File: config.mk
export PLATFORM = sky130hd
export DESIGN_NAME = bit_packer
export DESIGN_NICKNAME = d
export VERILOG_FILES = /design/src/rtl/bit_packer.sv
export SDC_FILE = /design/constraint.sdc
export NUM_CORES = 1
export LEC_CHECK = 0
export ABC_AREA = 1
export CORE_ASPECT_RATIO = 0.5
export CORE_MARGIN = 3
export CORE_UTILIZATION = 59
export DETAILED_ROUTE_END_ITERATION = 16
export PLACE_DENSITY = 0.76
export SLEW_MARGIN = 20
export SYNTH_ARGS = -nofsm -noshare
export SYNTH_HDL_FRONTEND = slang
export SYNTH_SLANG_ARGS = --single-unit
File: constraint.sdc
create_clock -name clk -period 7.5 [get_ports clk]
set_clock_uncertainty 0.05 [all_clocks]
set_input_delay 2.25 -clock clk [delete_from_list [all_inputs] [get_ports clk]]
set_output_delay 2.25 -clock clk [all_outputs]
set_load 0.01 [all_outputs]
File: src/rtl/bit_packer.sv
// bit_packer: gathers the valid lanes of each input vector, packs those bits LSB-first
// into OUT_W-bit words, and queues the finished words in a DEPTH-entry FIFO.
// Ports:
//   clk, reset_n          - rising-edge clock and asynchronous active-low reset
//   valid, bits           - per-lane valid mask and per-lane data bit, taken when in_ready=1
//   flush                 - zero-pads and emits the partial word (this cycle's bits go in first)
//   in_ready              - input is accepted this cycle (FIFO not full and no flush pending)
//   out_valid, out_ready  - FIFO head handshake; out_data is the head word
//   level                 - FIFO occupancy, 0..DEPTH
//   overflow, clr_ovf     - sticky flag for input dropped while in_ready=0, and its clear
// Latency: a word pushed at edge N is presented on out_data after edge N.
module bit_packer #(
  parameter int IN_W  = 6,
  parameter int OUT_W = 16,
  parameter int DEPTH = 4
) (
  input  logic                     clk,
  input  logic                     reset_n,
  input  logic [IN_W-1:0]          valid,
  input  logic [IN_W-1:0]          bits,
  input  logic                     flush,
  output logic                     in_ready,
  output logic                     out_valid,
  input  logic                     out_ready,
  output logic [OUT_W-1:0]         out_data,
  output logic [$clog2(DEPTH):0]   level,
  output logic                     overflow,
  input  logic                     clr_ovf
);

  localparam int AW = $clog2(DEPTH);
  localparam int LW = AW + 1;
  localparam int NW = $clog2(IN_W + 1);
  localparam int CW = $clog2(OUT_W + IN_W + 1);
  localparam int SW = OUT_W + IN_W;

  typedef enum logic {ACC, FLUSH_PEND} state_t;

  state_t            state_q, state_d;
  logic [OUT_W-1:0]  acc_q, acc_d;
  logic [CW-1:0]     cnt_q, cnt_d;
  logic [OUT_W-1:0]  mem_q [DEPTH];
  logic [AW-1:0]     wr_ptr_q, rd_ptr_q;
  logic [LW-1:0]     level_q;
  logic              overflow_q;

  logic [IN_W-1:0]   comp;
  logic [NW-1:0]     n;
  logic [CW-1:0]     total;
  logic [SW-1:0]     combined;
  logic              full;
  logic              push;
  logic              pop;
  logic              drop;
  logic [OUT_W-1:0]  push_dat;

  // Compact the valid lanes lowest-first into comp[n-1:0]; n is the popcount.
  always_comb begin
    comp = '0;
    n    = '0;
    for (int i = 0; i < IN_W; i++) begin
      if (valid[i]) begin
        comp = comp | (IN_W'(bits[i]) << n);
        n    = n + NW'(1);
      end
    end
  end

  // Bits above cnt_q in acc_q are always zero, so OR-ing in the shifted new
  // bits appends them and leaves everything above the last bit zero-padded.
  assign total    = cnt_q + CW'(n);
  assign combined = SW'(acc_q) | (SW'(comp) << cnt_q);
  assign full     = (level_q == LW'(DEPTH));
  assign in_ready = !full && (state_q == ACC);
  assign out_valid = (level_q != '0);
  assign out_data = mem_q[rd_ptr_q];
  assign level    = level_q;
  assign overflow = overflow_q;
  assign pop      = out_valid && out_ready;
  assign drop     = !in_ready && ((|valid) || flush);

  always_comb begin
    state_d  = state_q;
    acc_d    = acc_q;
    cnt_d    = cnt_q;
    push     = 1'b0;
    push_dat = combined[OUT_W-1:0];
    case (state_q)
      ACC: begin
        if (in_ready) begin
          if (flush) begin
            if (total > CW'(OUT_W)) begin
              // More than one word's worth: emit the full word now, the padded
              // remainder once the FIFO has room.
              push    = 1'b1;
              acc_d   = OUT_W'(combined >> OUT_W);
              cnt_d   = total - CW'(OUT_W);
              state_d = FLUSH_PEND;
            end else if (total != '0) begin
              push  = 1'b1;
              acc_d = '0;
              cnt_d = '0;
            end
          end else if (total >= CW'(OUT_W)) begin
            push  = 1'b1;
            acc_d = OUT_W'(combined >> OUT_W);
            cnt_d = total - CW'(OUT_W);
          end else begin
            acc_d = combined[OUT_W-1:0];
            cnt_d = total;
          end
        end
      end
      FLUSH_PEND: begin
        if (!full) begin
          push     = 1'b1;
          push_dat = acc_q;
          acc_d    = '0;
          cnt_d    = '0;
          state_d  = ACC;
        end
      end
      default: state_d = ACC;
    endcase
  end

  // Packing state machine, accumulator and sticky overflow.
  always_ff @(posedge clk or negedge reset_n) begin
    if (!reset_n) begin
      state_q    <= ACC;
      acc_q      <= '0;
      cnt_q      <= '0;
      overflow_q <= 1'b0;
    end else begin
      state_q <= state_d;
      acc_q   <= acc_d;
      cnt_q   <= cnt_d;
      if (drop) begin
        overflow_q <= 1'b1;
      end else if (clr_ovf) begin
        overflow_q <= 1'b0;
      end
    end
  end

  // Output word FIFO; pushes only happen when not full.
  always_ff @(posedge clk or negedge reset_n) begin
    if (!reset_n) begin
      for (int i = 0; i < DEPTH; i++) begin
        mem_q[i] <= '0;
      end
      wr_ptr_q <= '0;
      rd_ptr_q <= '0;
      level_q  <= '0;
    end else begin
      if (push) begin
        mem_q[wr_ptr_q] <= push_dat;
        wr_ptr_q        <= wr_ptr_q + AW'(1);
      end
      if (pop) begin
        rd_ptr_q <= rd_ptr_q + AW'(1);
      end
      case ({push, pop})
        2'b10:   level_q <= level_q + LW'(1);
        2'b01:   level_q <= level_q - LW'(1);
        default: level_q <= level_q;
      endcase
    end
  end

endmodule

## Yosys cells after proc, flatten, opt, wreduce, memory -nomap -nowiden

Index checks and enable logic that the tools add are counted.

| storage, ports and cells | value |
|---|---|
| register bits after elaboration | 94 |
| bits in latches | 0 |
| bits in writable memories | 0 |
| memory bits (read-only) | 0 |
| input bits | 17 |
| output and inout bits | 22 |
| word-level logic and storage cells | 110 |
| memories kept | 0 |

| cells by class | value |
|---|---|
| add/subtract/negate cells | 11 |
| multiply operators | 0 |
| divide/modulo/power cells | 0 |
| order comparisons | 5 |
| equality and inequality tests | 6 |
| shifts and indexed selects | 6 |
| multiplexer cells | 49 |
| bitwise logic cells | 9 |
| reductions and logical operators | 13 |

Operator list:

| operator | number |
|---|---|
| two-way mux 16 bit | 11 |
| bitwise mux 64 bit | 1 |
| binary-select mux 16 bit (select 2 bit) | 1 |
| demux 16 bit (select 2 bit) | 1 |
| case mux 16 bit (2 select lines) | 1 |
| two-way mux 5 bit | 6 |
| two-way mux 6 bit | 5 |
| bitwise OR 6 bit | 4 |
| left shift 1 x 3 -> 6 bit | 4 |
| bitwise OR 16 x 22 -> 22 bit | 1 |
| left shift 6 x 5 -> 22 bit | 1 |
| adder 3 x 1 -> 3 bit (second input constant) | 5 |
| two-way mux 1 bit | 14 |
| two-way mux 3 bit | 4 |
| case mux 5 bit (2 select lines) | 1 |
| >= comparator 3 bit (second input constant) | 2 |
| inverter 2 -> 3 bit | 2 |
| bitwise OR 1 x 6 -> 6 bit | 1 |
| case mux 3 bit (2 select lines) | 1 |
| OR reduction 6 bit | 1 |
| left shift 1 x 1 -> 6 bit | 1 |
| adder 5 x 3 -> 5 bit | 1 |
| >= comparator 5 bit (second input constant) | 1 |
| greater-than comparator 5 bit (second input constant) | 1 |
| other kinds (20) | 28 |

## Longest topological paths before layout

Gate-level depths: netlist of the first run.

| logic depth | value |
|---|---|
| depth after elaboration | 20 |
| gate-level depth with buffers | 31 |
| gate-level depth less buffers | 30 |

## Worst setup path after synthesis of the first run

OpenSTA, ideal clock, no wires.

| timing | value |
|---|---|
| path kind | in2reg |
| start | input valid[0] |
| end | register level_q[2], in the netlist level[2] |
| library setup time | 131 ps |
| data arrival time | 6625 ps |
| required time | 7319 ps |
| slack | 694 ps |
| cell stages on the path | 30 |
| path buffers | 1 |
| cells stage by stage | inv_1 > ha_1 > inv_1 > nand2_1 > nand2_1 > ha_1 > nand2_1 > o21ai_2 > ha_1 > inv_1 > o21ai_2 > ha_1 > nand2_1 > o21ai_0 > fa_1 > nand2_1 > a21oi_4 > xor2_4 > nor2_4 > inv_2 > o21ai_2 > nor2_4 > buf_6 > inv_1 > ha_1 > inv_1 > fa_1 > a21oi_1 > o21ai_0 > xor2_1 |

| between the ends | value |
|---|---|
| cells in the longest elaborated chain, start to end | 20 |
| elaborated cells between the ends (all ways) | 25 |
| classes of those cells | add/sub: 6; order compare: 2; eq/ne: 2; mux: 13; reduce/logical: 2 |

RTL lines:

| item | RTL line | RTL |
|---|---|---|
| from (decl) | 19 | `input logic [IN_W-1:0] valid,` |
| two-way mux 1 bit (*) | 62 | `if (valid[i]) begin` |
| adder 1 x 1 -> 2 bit | 64 | `n = n + NW'(1);` |
| two-way mux 2 bit (*) | 62 |  |
| adder 3 x 1 -> 3 bit | 64 |  |
| two-way mux 3 bit (*) | 62 |  |
| adder 3 x 1 -> 3 bit | 64 |  |
| two-way mux 3 bit (*) | 62 |  |
| adder 3 x 1 -> 3 bit | 64 |  |
| (+2 left out) | - |  |
| two-way mux 3 bit (*) | 62 |  |
| adder 5 x 3 -> 5 bit (*) | 71 | `assign total = cnt_q + CW'(n);` |
| parallel branches: the longest is 3 deep, another holds >= comparator 5 bit | - |  |
| two-way mux 1 bit (*) | 91 | `if (flush) begin` |
| two-way mux 1 bit (*) | 90 | `if (in_ready) begin` |
| case mux 1 bit (2 select lines) (*) | 88 | `case (state_q)` |
| == test 2 x 1 -> 1 bit or == test 2 bit (tied branches) | 163 | `case ({push, pop})` |
| case mux 3 bit (2 select lines) or nonzero test 2 bit (tied branches) | - |  |
| to (signal assigned) | 164 | `2'b10: level_q <= level_q + LW'(1);` |
| to (signal assigned) | 165 | `2'b01: level_q <= level_q - LW'(1);` |
| to (signal assigned) | 166 | `default: level_q <= level_q;` |
| to (decl) | 44 | `logic [LW-1:0] level_q;` |

Mark *: on every way between the ends.
A chain may end at the register's enable or synchronous reset.

## Worst setup path after layout of the first run

Ends and elaborated chain as after synthesis.

==> results of run 1 <==
## state kept, by name (all words and copies together) (netlist names)
register,flops
acc_q,16
cnt_q,5
level,3
mem_q,64
overflow,1
rd_ptr_q,2
state_q,1
wr_ptr_q,2
## critical path, delay by kind of cell
| family | cells | cell delay [ps] |
|---|---|---|
| and+or+nand+nor | 7 | 640 |
| xor gates and xnor gates | 2 | 330 |
| buffers and inverters | 7 | 970 |
| AOI/OAI and AO/OA | 7 | 870 |
| adders and majority gates | 7 | 2180 |
## area by class of cell
class | instances | share of cell area
Tap cell | 130 | 0.0249
Inverter | 64 | 0.0375
Sequential cell | 94 | 0.360
Clock buffer | 9 | 0.0345
Timing Repair Buffer | 50 | 0.0716
Clock inverter | 6 | 0.0144
Multi-Input combinational cell | 589 | 0.457
## final timing paths
| path | startpoint | to | slack, ps |
|---|---|---|---|
| setup / recovery | valid[0] | level[2] | 430 |
| hold / removal | mem_q[26] | mem_q[26] | 430 |
| setup reg to reg | cnt_q[0] | level[2] | 4380 |
| hold reg to reg | mem_q[26] | mem_q[26] | 430 |
| max in group asynchronous | reset_n | acc_q[0] | 4480 |
| min in group asynchronous | reset_n | mem_q[22] | 1760 |
## report_power, final
group          internal (W)  switching, W  total [W]
Sequential         0.000696      0.000134   0.000830
Combinational      0.000514      0.000845    0.00136
Clock              0.000294      0.000202   0.000496
Total               0.00150       0.00118    0.00268
## cell usage in the layout, fill, tap and decap left out, types with 9 or more instances in the layout
master,count
sky130_fd_sc_hd__a21oi_1,11
sky130_fd_sc_hd__buf_4,13
sky130_fd_sc_hd__clkbuf_16,9
sky130_fd_sc_hd__clkdlybuf4s50_1,37
sky130_fd_sc_hd__dfrtp_1,94
sky130_fd_sc_hd__ha_1,14
sky130_fd_sc_hd__inv_1,56
sky130_fd_sc_hd__nand2_1,250
sky130_fd_sc_hd__nand2_2,12
sky130_fd_sc_hd__nand3_1,92
sky130_fd_sc_hd__nand3_2,11
sky130_fd_sc_hd__nand4_1,10
sky130_fd_sc_hd__nor2_1,61
sky130_fd_sc_hd__o21ai_0,47
sky130_fd_sc_hd__o21ai_2,10
sky130_fd_sc_hd__o22ai_1,25
## layer usage
metal	GRT usage	up-vias
met5	0	-
met4	0.0747	0
met3	0.0582	18
met2	0.464	225
met1	0.394	2520
li1	-	2609
## per-stage QoR
stage / util / hold WS [ps] / area (um2) / total power (W)
finish: 0.720 / 427 / 6530 / 0.00268
detailed placement: 0.685 / 410 / 6210 / 0.00216
CTS: 0.720 / 428 / 6530 / 0.00267
floorplan: - / 394 / 5720 / 0.00170
global placement: 0.685 / 408 / 6210 / 0.00213
global route: 0.720 / 448 / 6530 / 0.00288
## kinds of logic after synthesis
logic type	share of synthesized area
flip-flops	0.412
AND/OR/NAND/NOR	0.354
XOR/XNOR	0.0171
buffers and inverters	0.0659
adder cells (fa/ha/maj)	0.0377
AO/OA/AOI/OAI	0.113
==> out/metrics.cfg, run 1 <==
[placed_design]
hpwl_um=10000
count_of_input_and_output_buffers=38
dp.cells=927
gpl.final_weighted_congestion=0.943
dp_worst_setup_slack_ps=58.1

[yosys]
synth.most_common_cell=sky130_fd_sc_hd__nand2_1
netlist_instances=772
synthDominantAreaCellType=sky130_fd_sc_hd__dfrtp_1
synth-edff-count=0
asyncSetResetFlopFracSynth=1.00
yosys_warnings=0
netlist_top_cells_count=sky130_fd_sc_hd__nand2_1 (250), sky130_fd_sc_hd__dfrtp_1 (94), sky130_fd_sc_hd__nand3_1 (92)
synthesized_cell_area_mm2=0.00572
syn_area_per_cell_um2=7.40
synth_top_cell_area_share=0.412
synth_cell_type_count=41
postSynthRegisterBits=94
yosys_most_used_dff=sky130_fd_sc_hd__dfrtp_1
ys_seq_area_frac=0.412
syn-num-nets=805
synth_top_cells_by_area=sky130_fd_sc_hd__dfrtp_1 (41%), sky130_fd_sc_hd__nand2_1 (16%), sky130_fd_sc_hd__nand3_1 (8.1%)

[layout]
area_growth_syn_to_layout_pct=14.3
filler_cell_count=763
diodes=0
stdcell_count=942
multiInputGateArea_mm2=0.00299
final-seq-area_mm2=0.00235
drive_above_1_share=0.102
final_net_count=841

[grt]
grt_usage=0.282
pin_count_of_the_biggest_net_entering_global_routing=68
antenna_violations_before_repair=0
globalRouteOverflowTotal=0
grt_first_pass_wirelength_um=24700
number_of_global_route_vias_before_repair=5040

[critical_path]
endpoint_kind=flip-flop
critical_path_arrival_ps=7240
max_stage_delay_ps=520
worst_ep_required_time_ps=7670
critical-path-slowest-cell=sky130_fd_sc_hd__clkdlybuf4s50_1
path_class=input pin to flip-flop
crit_start_category=input pin
timing.reg2reg.worst_path_depth=16
path_max_fanout=6

[sta]
tns_ps=0
final-max-slew-violation-count=0
setup_viol=0
final.period_utilization=0.942
timing.slew.headroom=0.318
setup_slack_ps=432
time_the_final_worst_path_needs_with_i_o_delays_and_setup_ps=7070
achievable_freq_mhz=141
tightest_slew_ps=1020
hold_viol_final=0
rsz0062_at_grt=false

[clock_network]
tritoncts=done
clock_insertion_delay_worst_skew_ps=340
clk_transition_reported_paths_ps=70
ctsHtreeMaxLevel=3
cts_max_path_buffers=2
cts_buf_count=9
cts.sinks=94
post_cts_resize_count=0
root_buffer=sky130_fd_sc_hd__clkbuf_16
cts.repair_timing.setup_buffer_count=0
cts_hold_repair.buffers=0

[route]
wirelength_routed_um=14900
highest-signal-layer=met4
detail_route.iter0.violations=534
met3_length_um=1320
wl_met2_um=6400
route.detailed.vias_per_inst=5.70
avgRoutedWirePerCell_um=15.8
detailroute.via_count=5372
drt-met1-wl_um=6970
drt.antenna.violating_nets=0
drc_violation_count_after_routing=0
initial_drt_pass_iterations=6

[power_and_ir_drop]
irDropWorstVdd_mv=0.230
powerDensity_mw_per_mm2=411
leakage_nw=3.33

[worst_hold_path]
worstHoldPathType=flip-flop to flip-flop
worst_hold_path.num_cells=2

[floorplanning]
die-area_mm2=0.0110
chipHeight_um=75.6
io_pins=39
floorplan.initialDensity=0.630
chipWidth_um=145
rows=24
core_area_mm2=0.00907

[run_status]
result_of_the_run=finished, final reports clean

[run]
maxCapViolations=0

(Power assumes the default switching activity.)
==> run 2: changes to the inputs <==
Settings changed: GPL_ROUTABILITY_DRIVEN from default to 0.
==> results of run 2 <==
The final DEF is identical to that of run 1; final timing and power are the same.
